==> config.mk <==
export PLATFORM = sky130hd
export DESIGN_NAME = aurora_rx_stream_filter
export DESIGN_NICKNAME = d
export VERILOG_FILES = /design/src/rtl/hist53b_pkg.sv /design/src/rtl/aurora_rx_stream_filter_sat_counter.sv /design/src/rtl/aurora_rx_stream_filter.sv
export SDC_FILE = /design/constraint.sdc
export NUM_CORES = 1
export LEC_CHECK = 0
export ABC_AREA = 0
export CORE_MARGIN = 5
export CORE_UTILIZATION = 35
export DETAILED_ROUTE_END_ITERATION = 8
export GPL_TIMING_DRIVEN = 0
export PLACE_DENSITY = 0.74
export SLEW_MARGIN = 25
export SYNTH_ARGS = -nofsm -noshare
export SYNTH_HDL_FRONTEND = slang
export SYNTH_SLANG_ARGS = --single-unit
==> constraint.sdc <==
create_clock -name USER_CLK -period 3.8 [get_ports USER_CLK]
set_input_delay 0.95 -clock USER_CLK [delete_from_list [all_inputs] [get_ports USER_CLK]]
set_output_delay 0.95 -clock USER_CLK [all_outputs]
set_load 0.02 [all_outputs]
==> src/rtl/hist53b_pkg.sv <==
// Shared types and frame-field positions for the RD53B histogrammer front end.
package hist53b_pkg;

  typedef enum logic [1:0] {IDLE, STREAM, SKIP} state_t;
  typedef enum logic [1:0] {SVC, NSF, CONT, NONE} frame_cls_t;

  localparam int unsigned NS_BIT      = 63;
  localparam int unsigned CHIP_ID_MSB = 62;
  localparam int unsigned CHIP_ID_LSB = 61;

  function automatic frame_cls_t classify(input logic valid, input logic user, input logic ns);
    if (!valid)    return NONE;
    else if (user) return SVC;
    else if (ns)   return NSF;
    else           return CONT;
  endfunction

endpackage

==> src/rtl/aurora_rx_stream_filter_sat_counter.sv <==
// Saturating up-counter used for the stream filter statistics.
module sat_counter #(
  parameter int unsigned W = 32
) (
  input  logic         clk,
  input  logic         rst,
  input  logic         inc,
  output logic [W-1:0] count
);

  always_ff @(posedge clk or posedge rst) begin
    if (rst)
      count <= '0;
    else if (inc && (count != '1))
      count <= count + 1'b1;
  end

endmodule

==> src/rtl/aurora_rx_stream_filter.sv <==
// Aurora RX stream filter: forwards clean RD53B data-stream frames with a registered SOS marker.
// Statistics counters are built only when HIST53B_STREAM_FILTER_STATS_EN is defined.
module aurora_rx_stream_filter #(
  parameter int unsigned TIMEOUT_W = 16,
  parameter int unsigned CNT_W     = 32
) (
  input  logic                 USER_CLK,
  input  logic                 USER_RST,
  input  logic                 ENABLE,
  input  logic                 CHIP_ID_EN,
  input  logic [1:0]           CHIP_ID,
  input  logic [TIMEOUT_W-1:0] TIMEOUT,
  input  logic [63:0]          AURORA_RX_TDATA,
  input  logic                 AURORA_RX_TVALID,
  input  logic                 AURORA_RX_TUSER,
  output logic [63:0]          OUT_TDATA,
  output logic                 OUT_TVALID,
  output logic                 OUT_SOS,
  output logic [CNT_W-1:0]     CNT_PASSED,
  output logic [CNT_W-1:0]     CNT_DROPPED,
  output logic [CNT_W-1:0]     CNT_STREAMS,
  output logic [CNT_W-1:0]     CNT_TIMEOUTS
);

  import hist53b_pkg::*;

  state_t               state, nxt_state;
  frame_cls_t           cls;
  logic                 id_match, pass, sos, timeout_fire;
  logic [TIMEOUT_W-1:0] idle_cnt, nxt_idle;

  always_comb begin
    cls       = classify(AURORA_RX_TVALID, AURORA_RX_TUSER, AURORA_RX_TDATA[NS_BIT]);
    id_match  = !CHIP_ID_EN || (AURORA_RX_TDATA[CHIP_ID_MSB:CHIP_ID_LSB] == CHIP_ID);
    pass      = 1'b0;
    sos       = 1'b0;
    nxt_state = state;
    nxt_idle  = idle_cnt;
    // Expiry only fires in a cycle with no non-SVC frame, so a same-cycle frame wins.
    timeout_fire = ENABLE && (state != IDLE) && ((cls == SVC) || (cls == NONE)) &&
                   (TIMEOUT != '0) && (idle_cnt == TIMEOUT - 1'b1);
    if (!ENABLE) begin
      nxt_state = IDLE;
      nxt_idle  = '0;
    end else begin
      case (cls)
        NSF: begin
          nxt_idle = '0;
          if (id_match) begin
            pass      = 1'b1;
            sos       = 1'b1;
            nxt_state = STREAM;
          end else begin
            nxt_state = SKIP;
          end
        end
        CONT: begin
          nxt_idle = '0;
          pass     = (state == STREAM);
        end
        default: begin
          if (timeout_fire) begin
            nxt_state = IDLE;
            nxt_idle  = '0;
          end else if ((state != IDLE) && (idle_cnt != '1)) begin
            nxt_idle = idle_cnt + 1'b1;
          end
        end
      endcase
    end
  end

  always_ff @(posedge USER_CLK or posedge USER_RST) begin
    if (USER_RST) begin
      state      <= IDLE;
      idle_cnt   <= '0;
      OUT_TDATA  <= '0;
      OUT_TVALID <= 1'b0;
      OUT_SOS    <= 1'b0;
    end else begin
      state      <= nxt_state;
      idle_cnt   <= nxt_idle;
      OUT_TVALID <= pass;
      OUT_SOS    <= sos;
      if (pass)
        OUT_TDATA <= AURORA_RX_TDATA;
    end
  end

`ifdef HIST53B_STREAM_FILTER_STATS_EN
  logic dropped_inc, timeouts_inc;
  assign dropped_inc  = AURORA_RX_TVALID & ~pass;
  assign timeouts_inc = timeout_fire & (state == STREAM);

  sat_counter #(.W(CNT_W)) u_cnt_passed (
    .clk(USER_CLK), .rst(USER_RST), .inc(pass), .count(CNT_PASSED));
  sat_counter #(.W(CNT_W)) u_cnt_dropped (
    .clk(USER_CLK), .rst(USER_RST), .inc(dropped_inc), .count(CNT_DROPPED));
  sat_counter #(.W(CNT_W)) u_cnt_streams (
    .clk(USER_CLK), .rst(USER_RST), .inc(sos), .count(CNT_STREAMS));
  sat_counter #(.W(CNT_W)) u_cnt_timeouts (
    .clk(USER_CLK), .rst(USER_RST), .inc(timeouts_inc), .count(CNT_TIMEOUTS));
`else
  assign CNT_PASSED   = '0;
  assign CNT_DROPPED  = '0;
  assign CNT_STREAMS  = '0;
  assign CNT_TIMEOUTS = '0;
`endif

endmodule
-- Word-level counts from Yosys, hierarchy flattened
Index checks and enable logic that the tools add are counted.
- input bits: 88
- bits in latches: 0
- bits in read-only memories: 0
- register bits: 84
- word-level logic and storage cells: 46
- memories kept: 0
- bits in writable memories: 0
- eq/ne operators: 10
- $mul: 0
- reduce and logical (&&, ||, !) cells: 13
- shift-type cells: 0
- add/subtract/negate cells: 2
- bitwise logic cells: 0
- div/mod/pow operators: 0
- $lt $le $gt $ge: 0
- multiplexer cells: 16
- operators with widths (operator ; number):
    16-bit two-way mux ; 4
    16-bit by 1-bit adder with 16-bit output, second input constant ; 1
    16-bit equality test ; 1
    16-bit inequality test, second input constant ; 1
    16-bit nonzero test ; 1
    16-bit by 1-bit subtractor with 16-bit output, second input constant ; 1
    2-bit two-way mux ; 6
    1-bit logical AND ; 5
    2-bit by 1-bit equality test with 1-bit output, second input constant ; 2
    2-bit equality test, second input constant ; 2
    1-bit two-way mux ; 4
    4-bit by 2-bit inequality test with 1-bit output, second input constant ; 1
    2-bit case mux with 2 select lines ; 1
    3-bit by 1-bit inequality test with 1-bit output, second input constant ; 1
    2-bit equality test ; 1
    2-bit logical NOT ; 1
    1-bit logical OR ; 2
    2-bit inequality test, second input constant ; 1
    1-bit case mux with 2 select lines ; 1
    2-bit AND reduction ; 1
    2-bit nonzero test ; 1
    2-bit OR reduction ; 1
    1-bit logical NOT ; 1

-- Logic depth before layout (Yosys ltp)
Gate-level depths: netlist of run 1.
- word-level depth: 11
- depth in mapped cells: 10
- gate-level depth less buffers: 9

-- Worst setup path before layout of run 1
No wires, ideal clock.
- path type: input port to flip-flop
- from: in AURORA_RX_TDATA[63]
- to: reg idle_cnt[0]
- required time: 3.655 ns
- stages on the path: 10
- library setup time: 0.145 ns
- path buffers: 1
- data arrival time: 3.159 ns
- setup slack: 0.496 ns
- cell sequence: o21ai_0 > inv_1 > ha_1 > nand2_2 > or4_4 > nor4_4 > nand3_2 > nor4_4 > buf_6 > nor3_2
- cells in the longest elaborated chain, start to end: 11
- RTL lines (item ; RTL line ; RTL):
    start: declaration ; aurora_rx_stream_filter.sv:13 ; input logic [63:0] AURORA_RX_TDATA,
    2-bit two-way mux * ; hist53b_pkg.sv:14 ; else if (ns) return NSF;
    2-bit two-way mux * ; hist53b_pkg.sv:13 ; else if (user) return SVC;
    2-bit two-way mux * ; hist53b_pkg.sv:12 ; if (!valid) return NONE;
    2-bit equality test / 2-bit logical NOT (equally long branches) ; aurora_rx_stream_filter.sv:40 ; timeout_fire = ENABLE && (state != IDLE) && ((cls == SVC) || (cls == NONE)) &&
    1-bit logical OR ; aurora_rx_stream_filter.sv:40 ;
    1-bit logical AND (2 in a row) ; aurora_rx_stream_filter.sv:40 ;
    1-bit logical AND ; aurora_rx_stream_filter.sv:41 ; (TIMEOUT != '0) && (idle_cnt == TIMEOUT - 1'b1);
    16-bit two-way mux ; aurora_rx_stream_filter.sv:62 ; if (timeout_fire) begin
    16-bit two-way mux ; aurora_rx_stream_filter.sv:46 ; case (cls)
    16-bit two-way mux ; aurora_rx_stream_filter.sv:42 ; if (!ENABLE) begin
    end signal: assignment ; aurora_rx_stream_filter.sv:82 ; idle_cnt <= nxt_idle;
    end: declaration ; aurora_rx_stream_filter.sv:30 ; logic [TIMEOUT_W-1:0] idle_cnt, nxt_idle;
Mark *: on every way between the ends. The rest lies on a longest branch, timed or not.
A chain may end at the register's enable or synchronous reset.

-- Final worst setup path of run 1
- from: in AURORA_RX_TDATA[63]
- to: reg idle_cnt[5]
Same word-level chain as after synthesis.

==> results of run 1 <==
-- sequential cells by signal, indices dropped and copies added (netlist names) --
name        count
OUT_TVALID      1
idle_cnt       16
state           2
OUT_SOS         1
OUT_TDATA      64
-- layer usage --
layer	global-route usage, %	vias to the layer above	wire length, µm
li1	-	1942	-
met1	14.6	1738	4300
met2	22.7	198	5920
met3	8.21	9	2040
met4	3.51	0	104
met5	0	-	0
-- timing repair --
action                                  CTS  global route
endpoints found under the setup margin    0            10
resized for setup                         0             0
setup buffers                             0             3
-- layout make-up --
cell class / count / area (µm²) / share of cell area, %
clock inverter: 7 / 105 / 1.36
timing repair buffer: 157 / 1580 / 20.5
multi-input combinational: 357 / 2430 / 31.5
clock buffer: 9 / 225 / 2.91
tap: 184 / 230 / 2.98
sequential: 84 / 2100 / 27.2
inverter: 9 / 38.8 / 0.502
buffer: 139 / 1010 / 13.1
-- power groups by stage --
stage / logic (W) / clock network, W / registers, W
after CTS: 0.00161 / 0.00100 / 0.00130
after global placement: 0.00158 / 0 / 0.00131
final: 0.00159 / 0.000963 / 0.00130
after detailed placement: 0.00160 / 0 / 0.00132
after global routing: 0.00170 / 0.00104 / 0.00134
after floorplan: 0.000517 / 0 / 0.00164
-- synthesized netlist by cell type, drive strengths merged, types with 5 or more instances --
library cell,count,area [µm²]
xor2,16,140
mux2,64,721
nor3,20,150
nor4,9,101
and3,7,43.8
inv,9,33.8
nand2,14,55.1
dfrtp,84,2100
buf,135,1000
xnor2,14,123
a21oi,5,25.0
o21ai,5,25.0
nor2,8,30.0
nand3,6,35.0
nand4,9,56.3
ha,5,62.6
-- worst min-delay path by stage --
stage                                      endpoint  slack, ns
after floorplan                state[0]$_DFFE_PP0P_       0.54
after global placement    OUT_TDATA[25]$_DFFE_PP0P_       0.49
after detailed placement  OUT_TDATA[16]$_DFFE_PP0P_       0.50
after CTS                 OUT_TDATA[16]$_DFFE_PP0P_       0.51
after global routing      OUT_TDATA[46]$_DFFE_PP0P_       0.52
final                     OUT_TDATA[20]$_DFFE_PP0P_       0.51
-- worst max-delay path, stage by stage --
cell and delay, ns:
clkdlybuf4s50_1 0.44, o21ai_0 0.25, inv_1 0.07, ha_1 0.31
nand2_2 0.13, or4_4 0.58, nor4_4 0.23, nand3_2 0.16
nor4_4 0.15, buf_4 0.18, buf_6 0.17, nor3_2 0.06
-- cell families (layout without fill, tap and decap cells) --
logic type	count (synthesis)	in the layout
adders and majority gates	5	5
AOI/OAI and AO/OA	29	29
DFF	84	84
xor gates and xnor gates	31	31
buffers and inverters	148	321
and+or+nand+nor	97	97
other	1	128
muxes	67	67
-- stage by stage --
step	util [%]	setup TNS [ns]	hold WS, ns	setup WS [ns]
6_report	53.6	0	0.506	0.292
4_1_cts	53.5	0	0.510	0.0519
5_1_grt	53.6	0	0.524	0.123
3_3_place_gp	50.9	-67.41	0.488	-0.765
2_1_floorplan	-	0	0.536	0.496
3_5_place_dp	51.2	-3.82	0.496	-0.300
==> results.toml, run 1 <==
[floorplanning]
initial_core_util_pct = 35.4
io_pins = 282
die_x_um = 131
rows = 44
die_h_um = 131
fp.coreArea_um2 = 14400
die_area_um2 = 17100

[setup_path]
r2r-end = "idle_cnt[8]$_DFFE_PP0P_"
rr_startpoint = "idle_cnt[0]$_DFFE_PP0P_"
cp-endpoint = "idle_cnt[5]$_DFFE_PP0P_"
reg2reg_depth = 7
r2r_slack_ns = 1.45
required_ns = 3.98
startpoint = "AURORA_RX_TDATA[63]"
worst-setup-path-type = "input port to register"
critPathMaxFanout = 10
start_kind = "input port"
critPathArrivalTime_ns = 3.69
crit_path_end_kind = "register"

[final_layout]
final_common_cell = "clkdlybuf4s50_1"
fin_area_um2 = 7730
drive_gt1_share_pct = 31.0
final_cell_mix = "153 x clkdlybuf4s50_1, 131 x buf_4, 128 x conb_1"
fillers = 1306
area_delta_synth_final_pct = 51.4
diodes = 0
final_cells = 946
nNetsFinal = 850

[worst_hold_path]
worstHoldStart = "OUT_TDATA[20]$_DFFE_PP0P_"
hold_depth = 1
min_path_type = "register to register"

[logic_synthesis]
synth_cell_type_count = 50
syn-cell-area_um2 = 5110
yosys.area_share.simple_pct = 12.7
async_flop_share_pct = 100
syn_area_per_cell_um2 = 11.1
ys.warnings.count = 0
synth_cells = 462
synthAdderAreaFrac_pct = 1.22
synth-edff-count = 0
synth_mux_area_share_pct = 14.7
synthFlopType = "dfrtp_1"
synth_top_family_by_area = "buffers and inverters"
yosys.area_share.xor_xnor_pct = 5.58
synth_compound_area_share_pct = 4.04
ys_ff_latch = 84
yosysSeqAreaShare_pct = 41.1

[grt]
overflow = 0
grt.total_usage_pct = 13.6
antenna_found_initial = 0
grt_max_degree = 62
grt_pass1_vias = 3611
grt_pass1_wl_mm = 18.2

[clocking]
clock_latency_ns = 0.33
numClockSinks = 84
root_buffer = "clkbuf_16"
clk_pin_slew_ns = 0.06
cts_buffers = 9
htreeDepth = 3
cts-hold-fix-buffers = 0
cts.path.max_buffers = 2
cts_tree = "built"

[sta]
relSlewSlack_pct = 48.5
slew_violations = 0
skew_ns = 0.00957
rsz0062_at_grt = "no"
tightest_slew_ns = 0.769
setup_violations = 0
finalHoldViolCount = 0
fmax_mhz = 285
period_share_pct = 92.3
layout_min_cycle_time_ns = 3.51

[routing]
dr.pass1.iters = 4
route.vias.total = 3887
drt-wirelength-per-cell_um = 13.1
ant_nets = 0
first_iter_violations = 122
drc = 0
wl_mm = 12.4
avgViaCountPerCell = 4.11

[power]
peakVddDrop_mv = 0.419
seq_power_share_pct = 33.7
powerDensity_nw_per_um2 = 498
clkPwrFrac_pct = 25.0
pwr-share-comb_pct = 41.3
p_switching_w = 0.00128
switching_share_pct = 33.1
p_int_w = 0.00258
leakagePower_nw = 3.70
power_w = 0.00385

[outcome]
run_status = "finished clean"

[placed_design]
dp_hpwl_mm = 10.2
portBuffers = 153
globalplace.congestion = 0.844
dpl.cell_count = 927
dpl_cell_area_um2 = 7380

[job]
max_cap_violations = 0
No activity file was read; power rests on OpenSTA's default activity.
==> inputs of run 2 (changes only) <==
Settings changed: SKIP_CTS_REPAIR_TIMING set to 1, SYNTH_HIERARCHICAL set to 1.
==> results of run 2 <==
Same layout as run 1: the final DEF is identical, and so are final timing and power.
Main changes from that run: Yosys warning count 0 -> 6
==> inputs of run 3 (changes only) <==
Settings changed: PLACE_DENSITY 0.74 to 0.79.
==> results.toml, run 3 <==
[outcome]
run_status = "finished clean"

[grt]
grt.total_usage_pct = 13.9
grt_pass1_wl_mm = 18.9
antenna_found_initial = 0
overflow = 0
grt_max_degree = 55
grt_pass1_vias = 3770

[sta]
layout_min_cycle_time_ns = 3.59
finalHoldViolCount = 0
period_share_pct = 94.4
relSlewSlack_pct = 46.4
skew_ns = 0.00783
fmax_mhz = 279
tightest_slew_ns = 0.801
rsz0062_at_grt = "no"
slew_violations = 0
setup_violations = 0

[power]
power_w = 0.00380
leakagePower_nw = 3.67
powerDensity_nw_per_um2 = 493
peakVddDrop_mv = 0.406

[clocking]
cts_tree = "built"
htreeDepth = 3
clk_pin_slew_ns = 0.06
clock_latency_ns = 0.34
cts.path.max_buffers = 2
numClockSinks = 84
cts_buffers = 9
root_buffer = "clkbuf_16"

[setup_path]
rr_startpoint = "idle_cnt[5]$_DFFE_PP0P_"
crit_family = "simple AND/OR/NAND/NOR gates"
required_ns = 3.99
slowest_delay_ns = 0.58
r2r-end = "idle_cnt[5]$_DFFE_PP0P_"
worst-setup-path-type = "input port to register"
reg2reg_depth = 8
worst-path-buf-inv = 3
start_kind = "input port"
worstPathCellList = "clkdlybuf4s50_1, o21ai_0, inv_1, ha_1, nand2_2, or4_4, nor4_4, nand3_2, nor4_4, buf_6, nor3_2"
cpMaxStageDelayCell = "or4_4"
critPathArrivalTime_ns = 3.77
cpMostUsedCell = "nor4_4"
crit_path_end_kind = "register"
r2r_slack_ns = 1.35
critPathMaxFanout = 10

[routing]
drt-wirelength-per-cell_um = 13.4
wl_mm = 12.7
avgViaCountPerCell = 4.16
route.vias.total = 3928
first_iter_violations = 83
drc = 0
ant_nets = 0
dr.pass1.iters = 4

[placed_design]
dp_hpwl_mm = 10.5
portBuffers = 153
dpl_cell_area_um2 = 7380
globalplace.congestion = 0.822

[logic_synthesis]
synth_cells = 462
yosysMostFrequentCell = "buf_4"
synth_top_cells_by_count = "128 x buf_4, 84 x dfrtp_1, 64 x mux2_2, 16 x xor2_1, 14 x xnor2_1"
synthFlopType = "dfrtp_1"
synth_area_leaders = "dfrtp_1 41%, buf_4 19%, mux2_2 14%, xor2_1 2.7%, xnor2_1 2.4%"
synth_cell_type_count = 50
yosysTopAreaCell = "dfrtp_1"
yosysSeqAreaShare_pct = 41.1
synth_top_area_share_pct = 41.1
async_flop_share_pct = 100
ys_ff_latch = 84
syn_area_per_cell_um2 = 11.1
ys.warnings.count = 6
syn-cell-area_um2 = 5110
synth-edff-count = 0

[worst_hold_path]
min_to = "OUT_TDATA[33]$_DFFE_PP0P_"
hold_depth = 1
min_path_type = "register to register"
worstHoldStart = "OUT_TDATA[33]$_DFFE_PP0P_"

[final_layout]
nNetsFinal = 848
largest_reg_flops = 64
diodes = 0
top_regs = "OUT_TDATA x64, idle_cnt x16, state x2"
area_delta_synth_final_pct = 50.6
max_flop_register = "OUT_TDATA"
fin_area_um2 = 7690
drive_gt1_share_pct = 30.8
final_cell_mix = "153 x clkdlybuf4s50_1, 129 x buf_4, 128 x conb_1"
final_common_cell = "clkdlybuf4s50_1"

[job]
max_cap_violations = 0

[floorplanning]
fp.coreArea_um2 = 14400
die_h_um = 131
initial_core_util_pct = 35.4
die_area_um2 = 17100
die_x_um = 131
rows = 44
io_pins = 282
==> run 3: report_power, final <==
| part | total [W] | internal [W] | switching [W] |
|---|---|---|---|
| logic | 0.00160 | 0.000828 | 0.000772 |
| clock network | 0.000897 | 0.000521 | 0.000377 |
| registers | 0.00130 | 0.00116 | 0.000138 |
| total | 0.00380 | 0.00251 | 0.00129 |
==> run 3: layout make-up <==
type / instances / area (µm²)
plain buffers: 139 / 1010
clock buffers: 9 / 225
clock inverters: 7 / 82.6
fillers: 1289 / 6730
inverters: 9 / 38.8
multi-input cells: 357 / 2430
flip-flops and latches: 84 / 2100
well taps: 184 / 230
repair buffers: 155 / 1570
==> run 3: cells by family (layout without fill, tap and decap cells) <==
family	Yosys count	in the layout	share of synthesized area, %
AOI/OAI and AO/OA	29	29	4.04
xor gates and xnor gates	31	31	5.58
adders and majority gates	5	5	1.22
buffers and inverters	148	319	20.5
DFF	84	84	41.1
muxes	67	67	14.7
other	1	128	0.0734
and+or+nand+nor	97	97	12.7
==> run 3: worst max-delay path by stage <==
stage	slack [ns]	from	cells past startpoint	end
5_1_grt	0.004	AURORA_RX_TDATA[63]	11	idle_cnt[1]$_DFFE_PP0P_
2_1_floorplan	0.50	AURORA_RX_TDATA[63]	10	idle_cnt[0]$_DFFE_PP0P_
3_3_place_gp	-0.73	USER_RST	2	OUT_TVALID$_DFF_PP0_
6_report	0.21	AURORA_RX_TDATA[63]	11	idle_cnt[5]$_DFFE_PP0P_
3_5_place_dp	-0.32	AURORA_RX_TDATA[63]	11	idle_cnt[5]$_DFFE_PP0P_
4_1_cts	0.04	AURORA_RX_TDATA[63]	11	idle_cnt[3]$_DFFE_PP0P_
==> run 3: per-stage QoR <==
| step | std cells | hold slack, ns | TNS, ns | utilization [%] | setup slack [ns] |
|---|---|---|---|---|---|
| after floorplan | 589 | 0.536 | 0 | - | 0.496 |
| final | 944 | 0.506 | 0 | 53.3 | 0.213 |
| after global routing | 944 | 0.525 | 0 | 53.3 | 0.00365 |
| after detailed placement | 927 | 0.494 | -4.13 | 51.2 | -0.320 |
| after CTS | 943 | 0.510 | 0 | 53.3 | 0.0359 |
| after global placement | 926 | 0.488 | -65.12 | 50.9 | -0.730 |
==> run 3: per-layer routing <==
layer  part of all wire (%)  GRT usage, %
met1                     34          14.9
met2                     47          23.0
met3                     17          7.60
met4                    1.9          5.38
met5                      0             0
